==> config.mk <==
export PLATFORM = sky130hd
export DESIGN_NAME = ll_rx_frame_parser
export DESIGN_NICKNAME = d
export VERILOG_FILES = /design/src/rtl/ll_pkg.sv /design/src/rtl/ll_hdr_match.sv /design/src/rtl/ll_rx_frame_parser.sv
export SDC_FILE = /design/constraint.sdc
export NUM_CORES = 1
export LEC_CHECK = 0
export BUFFER_PORTS_ARGS = -buffer_cell sky130_fd_sc_hd__buf_4
export CORE_UTILIZATION = 50
export DETAILED_ROUTE_END_ITERATION = 7
export GPL_ROUTABILITY_DRIVEN = 0
export PLACE_DENSITY = 0.81
export SETUP_SLACK_MARGIN = 0.1
export SLEW_MARGIN = 10
export SYNTH_ARGS = -nofsm -noshare
export SYNTH_HDL_FRONTEND = slang
export SYNTH_SLANG_ARGS = --single-unit
==> constraint.sdc <==
create_clock -name clk -period 4.6 [get_ports clk]
set_input_delay 0.23 -clock clk [delete_from_list [all_inputs] [get_ports clk]]
set_output_delay 0.23 -clock clk [all_outputs]
set_load 0.005 [all_outputs]
==> src/rtl/ll_pkg.sv <==
// Shared LocalLink frame definitions: parser states, header layout, error codes.
// The transmit path reuses the header offsets defined here.
package ll_pkg;

    typedef enum logic [2:0] {
        ST_IDLE,
        ST_HDR,
        ST_PAYLOAD,
        ST_PAD,
        ST_DROP
    } ll_state_t;

    localparam int unsigned HDR_BYTES = 15;
    localparam int unsigned DST_OFS   = 0;
    localparam int unsigned SRC_OFS   = 6;
    localparam int unsigned TYPE_OFS  = 12;
    localparam int unsigned LEN_OFS   = 14;

    localparam logic [1:0] ERR_TRUNC = 2'd1;
    localparam logic [1:0] ERR_LEN   = 2'd2;
    localparam logic [1:0] ERR_SOF   = 2'd3;

    localparam logic [47:0] BCAST_MAC = '1;

    // Byte idx (0 = first on the wire) of a MAC address, valid for idx 0..5.
    function automatic logic [7:0] mac_byte(input logic [47:0] mac, input logic [3:0] idx);
        logic [47:0] sh;
        sh = mac << (8 * idx);
        return sh[47:40];
    endfunction

endpackage

==> src/rtl/ll_hdr_match.sv <==
// Header byte checker: accumulates destination/ethertype matches and shifts in
// the source MAC as header bytes arrive.
module ll_hdr_match
    import ll_pkg::*;
#(
    parameter logic [47:0] MY_MAC    = 48'h000A35000001,
    parameter logic [15:0] ETHERTYPE = 16'h88B5
) (
    input  logic        clk,
    input  logic        reset,
    input  logic        hdr_en,
    input  logic [3:0]  hdr_idx,
    input  logic [7:0]  hdr_byte,
    output logic        dst_ok,
    output logic        type_ok,
    output logic [47:0] src_mac
);

    logic uni_ok;
    logic bc_ok;
    logic uni_hit;
    logic bc_hit;

    assign uni_hit = (hdr_byte == mac_byte(MY_MAC, hdr_idx));
    assign bc_hit  = (hdr_byte == mac_byte(BCAST_MAC, hdr_idx));
    assign dst_ok  = uni_ok | bc_ok;

    // Byte 0 re-seeds the match flags so a restarted frame never inherits old results.
    always_ff @(posedge clk) begin
        if (reset) begin
            uni_ok  <= 1'b0;
            bc_ok   <= 1'b0;
            type_ok <= 1'b0;
            src_mac <= '0;
        end else if (hdr_en) begin
            if (hdr_idx == 4'(DST_OFS)) begin
                uni_ok <= uni_hit;
                bc_ok  <= bc_hit;
            end else if (hdr_idx < 4'(SRC_OFS)) begin
                uni_ok <= uni_ok & uni_hit;
                bc_ok  <= bc_ok & bc_hit;
            end else if (hdr_idx < 4'(TYPE_OFS)) begin
                src_mac <= {src_mac[39:0], hdr_byte};
            end else if (hdr_idx == 4'(TYPE_OFS)) begin
                type_ok <= (hdr_byte == ETHERTYPE[15:8]);
            end else if (hdr_idx == 4'(TYPE_OFS + 1)) begin
                type_ok <= type_ok & (hdr_byte == ETHERTYPE[7:0]);
            end
        end
    end

endmodule

==> src/rtl/ll_rx_frame_parser.sv <==
// LocalLink receive frame parser: filters on destination MAC and ethertype,
// extracts the length byte and delivers that many payload bytes.
module ll_rx_frame_parser
    import ll_pkg::*;
#(
    parameter logic [47:0] MY_MAC    = 48'h000A35000001,
    parameter logic [15:0] ETHERTYPE = 16'h88B5,
    parameter logic [7:0]  MAX_LEN   = 8'd200
) (
    input  logic        clk,
    input  logic        reset,
    input  logic [7:0]  rx_data,
    input  logic        rx_sof,
    input  logic        rx_eof,
    input  logic        rx_src_rdy,
    output logic [7:0]  pl_data,
    output logic        pl_valid,
    output logic [7:0]  rx_length,
    output logic [47:0] rx_src_mac,
    output logic        frame_done,
    output logic        frame_err,
    output logic [1:0]  err_code,
    output logic        busy
);

    ll_state_t  state, state_nxt;
    logic [3:0] hdr_cnt, hdr_cnt_nxt;
    logic [7:0] pl_cnt, pl_cnt_nxt;
    logic [7:0] len_nxt;
    logic [7:0] data_nxt;
    logic       valid_nxt;
    logic       done_nxt;
    logic       err_nxt;
    logic [1:0] code_nxt;
    logic       dst_ok;
    logic       type_ok;
    logic       hdr_en;
    logic [3:0] hdr_idx;
    logic       last_hdr;

    // Any sof beat is header byte 0, whatever state the parser was in.
    assign hdr_en   = rx_src_rdy & (rx_sof | (state == ST_HDR));
    assign hdr_idx  = rx_sof ? '0 : hdr_cnt;
    assign last_hdr = (hdr_cnt == 4'(HDR_BYTES - 1));
    assign busy     = (state != ST_IDLE);

    ll_hdr_match #(
        .MY_MAC    (MY_MAC),
        .ETHERTYPE (ETHERTYPE)
    ) u_hdr_match (
        .clk      (clk),
        .reset    (reset),
        .hdr_en   (hdr_en),
        .hdr_idx  (hdr_idx),
        .hdr_byte (rx_data),
        .dst_ok   (dst_ok),
        .type_ok  (type_ok),
        .src_mac  (rx_src_mac)
    );

    always_ff @(posedge clk) begin
        if (reset) begin
            state      <= ST_IDLE;
            hdr_cnt    <= '0;
            pl_cnt     <= '0;
            rx_length  <= '0;
            pl_data    <= '0;
            pl_valid   <= 1'b0;
            frame_done <= 1'b0;
            frame_err  <= 1'b0;
            err_code   <= '0;
        end else begin
            state      <= state_nxt;
            hdr_cnt    <= hdr_cnt_nxt;
            pl_cnt     <= pl_cnt_nxt;
            rx_length  <= len_nxt;
            pl_data    <= data_nxt;
            pl_valid   <= valid_nxt;
            frame_done <= done_nxt;
            frame_err  <= err_nxt;
            err_code   <= code_nxt;
        end
    end

    always_comb begin
        state_nxt   = state;
        hdr_cnt_nxt = hdr_cnt;
        pl_cnt_nxt  = pl_cnt;
        len_nxt     = rx_length;
        data_nxt    = pl_data;
        valid_nxt   = 1'b0;
        done_nxt    = 1'b0;
        err_nxt     = 1'b0;
        code_nxt    = err_code;
        if (rx_src_rdy) begin
            if (rx_sof) begin
                if (state inside {ST_HDR, ST_PAYLOAD, ST_PAD}) begin
                    err_nxt  = 1'b1;
                    code_nxt = ERR_SOF;
                end
                if (rx_eof) begin
                    state_nxt   = ST_IDLE;
                    hdr_cnt_nxt = '0;
                    if (state == ST_IDLE) begin
                        err_nxt  = 1'b1;
                        code_nxt = ERR_TRUNC;
                    end
                end else begin
                    state_nxt   = ST_HDR;
                    hdr_cnt_nxt = 4'd1;
                end
            end else begin
                case (state)
                    ST_HDR: begin
                        if (last_hdr) begin
                            hdr_cnt_nxt = '0;
                            len_nxt     = rx_data;
                            if (!(dst_ok && type_ok)) begin
                                state_nxt = rx_eof ? ST_IDLE : ST_DROP;
                            end else if (rx_data > MAX_LEN) begin
                                err_nxt   = 1'b1;
                                code_nxt  = ERR_LEN;
                                state_nxt = rx_eof ? ST_IDLE : ST_DROP;
                            end else if (rx_data == 8'd0) begin
                                done_nxt  = rx_eof;
                                state_nxt = rx_eof ? ST_IDLE : ST_PAD;
                            end else if (rx_eof) begin
                                err_nxt   = 1'b1;
                                code_nxt  = ERR_TRUNC;
                                state_nxt = ST_IDLE;
                            end else begin
                                pl_cnt_nxt = rx_data;
                                state_nxt  = ST_PAYLOAD;
                            end
                        end else if (rx_eof) begin
                            hdr_cnt_nxt = '0;
                            err_nxt     = 1'b1;
                            code_nxt    = ERR_TRUNC;
                            state_nxt   = ST_IDLE;
                        end else begin
                            hdr_cnt_nxt = hdr_cnt + 4'd1;
                        end
                    end
                    ST_PAYLOAD: begin
                        data_nxt   = rx_data;
                        valid_nxt  = 1'b1;
                        pl_cnt_nxt = pl_cnt - 8'd1;
                        if (pl_cnt == 8'd1) begin
                            done_nxt  = rx_eof;
                            state_nxt = rx_eof ? ST_IDLE : ST_PAD;
                        end else if (rx_eof) begin
                            err_nxt   = 1'b1;
                            code_nxt  = ERR_TRUNC;
                            state_nxt = ST_IDLE;
                        end
                    end
                    ST_PAD: begin
                        if (rx_eof) begin
                            done_nxt  = 1'b1;
                            state_nxt = ST_IDLE;
                        end
                    end
                    ST_DROP: begin
                        if (rx_eof) state_nxt = ST_IDLE;
                    end
                    default: ;
                endcase
            end
        end
    end

endmodule

# Yosys cells after proc, flatten, opt, wreduce, memory -nomap -nowiden
# Index checks and enable logic that the tools add are counted.
# op_classes
add_sub_neg	2
n_lt_le_gt_ge	3
eq_ne	20
shift	2
n_mux	59
bitwise	11
reduce_logical	24
# ops
cell	count
left shift 36 x 7 -> 48 bit (first input constant)	1
left shift 48 x 7 -> 48 bit (first input constant)	1
two-way mux 8 bit	5
two-way mux 2 bit	13
two-way mux 1 bit	24
two-way mux 3 bit	7
two-way mux 4 bit	5
== test 8 bit	2
== test 8 bit (second input constant)	2
case mux 8 bit (2 select lines)	1
== test 4 bit (second input constant)	3
AND reduction 5 bit	2
case mux 3 bit (3 select lines)	1
nonzero test 3 bit	3
== test 8 x 1 -> 1 bit (second input constant)	1
> comparator 8 bit (second input constant)	1
logical NOT 8 bit	1
inequality test 2 bit (second input constant)	4
AND reduction 4 bit	2
AND reduction 8 bit	1
nonzero test 2 bit	4
subtractor 8 x 1 -> 8 bit (second input constant)	1
== test 3 x 2 -> 1 bit (second input constant)	2
AND reduction 2 bit	3
other kinds (22)	31
# word_totals
ff_bits	87
in_bits	13
output_inout_bits	70
word_cells	134

# Longest topological paths before layout
# Gate-level depths: netlist (run 1).
# logic_depth
ltp_word	7
depth_mapped	8
mapped_depth_nobuf	7

# Cells and area by module
# From an unflattened synthesis (run 1), not the netlist that was laid out.
# hier_totals
cells_unflattened	511
hier_area_um2	4032.6
# by_module_without_submodules
module	instances	cells_each	area_per_inst_um2	seq_area_each_um2
ll_rx_frame_parser	1	261	2057.0	720.7
ll_hdr_match	1	250	1975.6	1021.0

# Least setup slack after synthesis (run 1)
# No wires, ideal clock.
# synth_path
path_kind	reg2reg
start	register hdr_cnt[0]
end	register pl_cnt[2]
arrival_ns	2.095
path_slack_ns	2.434
path_stages_with_launch	9
synth_period_minus_slack_ns	2.166
path_cell_list	dfxtp_1 clkbuf_1 inv_1 ha_1 nand3_4 or3_4 o31a_4 or3_1 a21oi_1
# synth_via
elab_chain_cells	3
# synth_lines
element	line_no	rtl
from (decl)	ll_rx_frame_parser.sv:27	logic [3:0] hdr_cnt, hdr_cnt_nxt;
from (signal assigned)	ll_rx_frame_parser.sv:74	hdr_cnt <= hdr_cnt_nxt;
== test 4 bit	ll_rx_frame_parser.sv:44	assign last_hdr = (hdr_cnt == 4'(HDR_BYTES - 1));
inequality test 2 bit (no source line)	n/a	
AND reduction 8 bit (no source line)	n/a	
to (signal assigned)	ll_rx_frame_parser.sv:75	pl_cnt <= pl_cnt_nxt;
to (decl)	ll_rx_frame_parser.sv:28	logic [7:0] pl_cnt, pl_cnt_nxt;
# Every way passes these cells.
# A chain may end at the register's enable or synchronous reset.

# Worst setup path in the final report (run 1)
# layout_path
start	register hdr_cnt[1]
end	register pl_cnt[3]
# Same word-level chain as after synthesis.

==> flow_metrics.tcl, run 1 <==
set metrics [dict create \
    path_clk_slew_ns 0.09 \
    combPwrFrac 0.059 \
    synth_xor_area_frac 0.00442 \
    synthAdderAreaFrac 0.0126 \
    crit_path_start_kind "register" \
    drive_above_1_share 0.199 \
    synth_compound_area_frac 0.212 \
    synthSimpleGateAreaFrac 0.256 \
    synthFlopType "dfxtp_1" \
    switching_power_mw 0.349 \
    syn_avg_cell_area_um2 7.74 \
    p_seq_frac 0.548 \
    top_level_ports 83 \
    final_cell_mix "nand2_1 (120), dfxtp_1 (87), a21oi_1 (85)" \
    rsz0062_at_grt "false" \
    antenna_found_initial 0 \
    fin_crit_ns 2.52 \
    period_share 0.547 \
    start_util 0.515 \
    hold_viol_final 0 \
    synthArstFlopShare 0 \
    rows 32 \
    crit_required_ns 4.82 \
    grt_usage 0.238 \
    grt_util_met1 0.324 \
    p_leak_nw 1.79 \
    drt-initial-drc-count 378 \
    overflow 0 \
    grtUsageMet3 0.0419 \
    final_common_cell "nand2_1" \
    status "complete, no violations" \
    io_buffers 82 \
    final.setup.tns_ns 0 \
    nNetsFinal 581 \
    power_mw 1.40 \
    core_um2 7690 \
    cts_hold_buf 0 \
    antennaDiodeCount 0 \
    seq_area_frac_synth 0.440 \
    slew_violations 0 \
    max_slew_margin 0.388 \
    cap_violations 0 \
    dieArea_um2 8280 \
    synthMuxAreaShare 0.0256 \
    clock_skew_ns 0.00783 \
    end_kind "register" \
    area_growth_pct 20.3 \
    arrival_ns 2.74 \
    synth_edf_count 0 \
    grt_pass1_wl_um 16300 \
    postSynthCellCount 512 \
    p_int_mw 1.05 \
    h-tree-depth 3 \
    first_global_vias 3422 \
    synth_top_family_by_area "simple AND/OR/NAND/NOR gates" \
    yosysWarnings 0 \
    fmax_mhz 397 \
    ant_nets 0 \
    dp_hpwl_um 6450 \
    post_cts_resized 0 \
    worst_pin_slew_ns 0.911 \
    use_met2 0.382 \
    ir_drop_mv 0.188 \
    die_w_um 91.0 \
    cts_buffers 9 \
    drcViolationCount 0 \
    firstDrtPassIters 5 \
    synth_cell_types 51 \
    grt_max_degree 82 \
    busiest_layer "met2" \
    syn-cell-area_um2 3960 \
    totalWireLength_um 9840 \
    synth-seq-cells 87 \
    die_y_um 91.0 \
    post_cts_buffers 0 \
    path_max_fanout 12 \
    wl_per_cell_um 14.7 \
    power_density_nw_per_um2 293 \
    clock_sinks 87 \
    hold_path_class "in2reg" \
    viasPerCell 5.73 \
    cts_tree "yes" \
    setup.worst_path.class "reg2reg" \
    finalSetupViolCount 0 \
    swShare 0.250 \
    cts_buffer_depth 2 \
    num_vias 3846 \
    clkPwrFrac 0.393 \
    clk-insertion-delay-late_ns 0.35 \
    cts_root_buf "clkbuf_8" \
    synth_fp_nets 529 \
]
## critical path, cell delays in order (launching register included)
cell,delay (ns)
dfxtp_1,0.57
ha_1,0.30
nand3_4,0.15
or3_4,0.43
o31a_4,0.40
o311ai_0,0.41
o21ai_0,0.14
## final timing paths
kind / from / endpoint / slack, ns / cells after the start
max reg2reg: hdr_cnt[1] / pl_cnt[3] / 2.08 / 6
max: hdr_cnt[1] / pl_cnt[3] / 2.08 / 6
min: rx_eof / frame_done / 0.17 / 3
min reg2reg: u_hdr_match.src_mac[47] / u_hdr_match.src_mac[47] / 0.46 / 2
## power by group through the flow
stage	sequential, mW	combinational, mW	clock [mW]
after global routing	0.766	0.0903	0.589
after CTS	0.764	0.0811	0.558
after detailed placement	0.782	0.0805	0
after floorplan	0.778	0.0574	0
after global placement	0.782	0.0793	0
final	0.764	0.0823	0.549
## metal layers
metal	part of all wire	vias up
met5	0	-
met4	0.012	0
met3	0.054	10
met2	0.48	145
met1	0.45	1818
li1	-	1873
## area by class of cell
class	count	area (µm²)
clock buffers	10	128
clock inverters	6	80.1
fillers	699	2920
inverters	7	26.3
multi-input cells	375	2030
flip-flops and latches	87	1740
well taps	102	128
repair buffers	84	631
## cells in the mapped netlist, types with 3 or more instances
| cell type | n | area, µm² |
|---|---|---|
| nand2_1 | 120 | 450 |
| dfxtp_1 | 87 | 1740 |
| a21oi_1 | 85 | 425 |
| clkbuf_1 | 34 | 128 |
| nor2_1 | 31 | 116 |
| o21ai_0 | 20 | 100 |
| nor3_1 | 13 | 65.1 |
| mux2i_1 | 9 | 90.1 |
| buf_2 | 7 | 35.0 |
| inv_1 | 7 | 26.3 |
| and3_1 | 6 | 37.5 |
| nor4_1 | 6 | 37.5 |
| o311ai_0 | 6 | 52.6 |
| nand2b_1 | 5 | 31.3 |
| nand3_1 | 5 | 25.0 |
| nand3b_1 | 5 | 37.5 |
| or3_1 | 5 | 31.3 |
| a211oi_1 | 4 | 30.0 |
| ha_1 | 4 | 50.1 |
| or3b_2 | 4 | 35.0 |
| or4_1 | 4 | 30.0 |
| a211o_1 | 3 | 26.3 |
| a31oi_1 | 3 | 18.8 |
| nor2b_1 | 3 | 18.8 |
| o21bai_1 | 3 | 22.5 |
## registers in the layout, summed over array words and instances (netlist names), 2 cells and up
register,cells
u_hdr_match.src_mac,48
pl_cnt,8
pl_data,8
rx_length,8
hdr_cnt,4
state,3
err_code,2
## cells by family after synthesis
family | Yosys count
AND/OR/NAND/NOR | 217
AO/OA/AOI/OAI | 142
buffers and inverters | 50
adder cells (fa/ha/maj) | 4
XOR/XNOR | 2
multiplexers | 10
flip-flops | 87
## per-stage QoR
step                       util  cell area, µm²  cells  setup slack (ns)  hold slack [ns]
final                     0.620            4770    671              2.08            0.171
after global routing      0.620            4770    671              1.93            0.164
after CTS                 0.620            4770    671              2.13            0.161
after detailed placement  0.593            4560    655              2.16            0.448
after global placement    0.593            4560    655              2.29            0.439
after floorplan               -            3960    512              2.43            0.366
(Power assumes the default switching activity.)
==> run 2, diff against run 1 <==
--- a/config.mk
+++ b/config.mk
@@ -6,10 +6,10 @@
 export NUM_CORES = 1
 export LEC_CHECK = 0
 export BUFFER_PORTS_ARGS = -buffer_cell sky130_fd_sc_hd__buf_4
-export CORE_UTILIZATION = 50
+export CORE_UTILIZATION = 49
 export DETAILED_ROUTE_END_ITERATION = 7
 export GPL_ROUTABILITY_DRIVEN = 0
-export PLACE_DENSITY = 0.81
+export PLACE_DENSITY = 0.83
 export SETUP_SLACK_MARGIN = 0.1
 export SLEW_MARGIN = 10
 export SYNTH_ARGS = -nofsm -noshare
==> constraint.sdc (replaced) <==
create_clock -name clk -period 2 [get_ports clk]
set_input_delay 0.1 -clock clk [delete_from_list [all_inputs] [get_ports clk]]
set_output_delay 0.1 -clock clk [all_outputs]
set_load 0.005 [all_outputs]
==> run 2 against run 1 <==
Against the previous run: register-to-register slack worse by 2.0 ns; critical path depth is 1 higher; clock power is 140% higher; cell count is 3.3% higher; sequential power is 130% higher; via count is 3.7% higher; critical endpoint is now pl_cnt[2]; worst setup slack worse by 2.0 ns; highest routed layer unchanged; critical path type unchanged; core utilization is 3.0 points higher; flip-flop and latch count stayed put; sequential share of layout area is 1.9 points lower; worst hold slack worse by 0.13 ns.
==> flow_metrics.tcl, run 2 (synthesis gave the netlist of run 1 again) <==
set metrics [dict create \
    status "complete, no violations" \
    reg2reg_slack_ns 0.06 \
    whs_ns 0.0417 \
    slew_violations 0 \
    final.setup.tns_ns 0 \
    grt_usage 0.253 \
    cts_tree "yes" \
    core_um2 7770 \
    p_leak_nw 1.91 \
    grt_pass1_wl_um 17400 \
    path_depth 7 \
    num_vias 3989 \
    path_buf_inv 1 \
    ant_nets 0 \
    path_delay_family "simple AND/OR/NAND/NOR gates" \
    fin_util 0.650 \
    hp-start "rx_eof" \
    drive_above_1_share 0.261 \
    power_density_nw_per_um2 650 \
    fin_area_um2 5050 \
    cts_buffer_depth 2 \
    clk-insertion-delay-late_ns 0.35 \
    setup_slack_ns 0.0551 \
    antenna_found_initial 0 \
    h-tree-depth 3 \
    fin_crit_ns 1.94 \
    power_mw 3.28 \
    cts_root_buf "clkbuf_8" \
    first_global_vias 3592 \
    path_common_cell "or3_4" \
    rsz0062_at_grt "true" \
    crit_required_ns 2.28 \
    hold_path_class "in2reg" \
    drt-initial-drc-count 382 \
    worst_pin_slew_ns 0.832 \
    dieArea_um2 8450 \
    path_max_fanout 5 \
    nNetsFinal 603 \
    antennaDiodeCount 0 \
    ir_drop_mv 0.435 \
    grt_max_degree 49 \
    firstDrtPassIters 5 \
    viasPerCell 5.76 \
    top_level_ports 83 \
    crit_path_end "pl_cnt[2]" \
    end_kind "register" \
    crit_slowest_cell "or3_4" \
    dp_hpwl_um 7070 \
    rows 32 \
    rr_endpoint "pl_cnt[2]" \
    final_common_cell "nand2_1" \
    drcViolationCount 0 \
    r2r_start "hdr_cnt[0]" \
    overflow 0 \
    finalSetupViolCount 0 \
    worstPathCellList "inv_4 -> ha_4 -> nand3_4 -> or3_4 -> o31a_4 -> or3_4 -> a21oi_2" \
    fin_cells 693 \
    setup.worst_path.start "hdr_cnt[0]" \
    ff2ff_path_depth 7 \
    setup.worst_path.class "reg2reg" \
    io_buffers 82 \
    die_w_um 91.9 \
    clock_sinks 87 \
    dpl_cell_area_um2 4730 \
    path_clk_slew_ns 0.10 \
    die_y_um 91.9 \
    placedCellCount 674 \
    max_slew_margin 0.445 \
    arrival_ns 2.23 \
    totalWireLength_um 10600 \
    clock_skew_ns 0.0124 \
    critPathMaxStageDelay_ns 0.40 \
    largest_register_ffs 48 \
    hold_viol_final 0 \
    fmax_mhz 514 \
    final_cell_mix "nand2_1 (120), buf_4 (104), a21oi_1 (84)" \
    start_util 0.510 \
    wl_per_cell_um 15.3 \
    area_growth_pct 27.5 \
    pre_cts_ws_ns -0.0533 \
    period_share 0.972 \
    crit_path_start_kind "register" \
    cap_violations 0 \
    cts_buffers 9 \
    regMostFlops "u_hdr_match.src_mac" \
]
-- run 2: changes by cell type in the layout (fill, tap and decap cells not counted), sizes merged --
cell / change
buf: +21
o31a: +1
inv: +3
clkinv: -2
clkbuf: -1
-- run 2: layout make-up --
class	count	area [µm²]
clock inverter	7	86.3
inverter	7	28.8
multi-input combinational	376	2140
timing repair buffer	105	801
sequential	87	1750
clock buffer	9	124
tap	102	128
fill	655	2720
-- run 2: power breakdown --
part | internal [mW] | switching (mW) | leakage, nW
logic | 0.0824 | 0.143 | 1.11
registers | 1.74 | 0.0112 | 0.704
clock network | 0.607 | 0.698 | 0.104
total | 2.43 | 0.852 | 1.91
-- run 2: layer usage --
layer | GRT usage | up-vias | part of all wire
li1 | - | 1926 | -
met1 | 0.345 | 1845 | 0.43
met2 | 0.409 | 192 | 0.48
met5 | 0 | - | 0
met4 | 0.0742 | 0 | 0.020
met3 | 0.0439 | 26 | 0.072
-- run 2: worst min path at each step --
stage	to	slack [ns]	depth (start not counted)
finish	frame_done	0.04	3
global route	rx_length[4]	0.05	3
CTS	frame_done	0.04	3
detailed placement	frame_done	0.41	3
global placement	frame_done	0.41	3
floorplan	u_hdr_match.src_mac[2]	0.24	2
-- run 2: worst register-to-register path, cell delays in order, from the launching register on --
cell	delay, ns
dfxtp_2	0.35
inv_4	0.06
ha_4	0.13
nand3_4	0.05
or3_4	0.40
o31a_4	0.39
or3_4	0.38
a21oi_2	0.12
-- run 2: repair_timing --
action	4_1_cts	5_1_grt
pin swaps	7	1
endpoints found under the setup margin	10	51
hold buffers	0	0
setup buffers	0	2
gates cloned	1	0
gates resized for setup	12	17
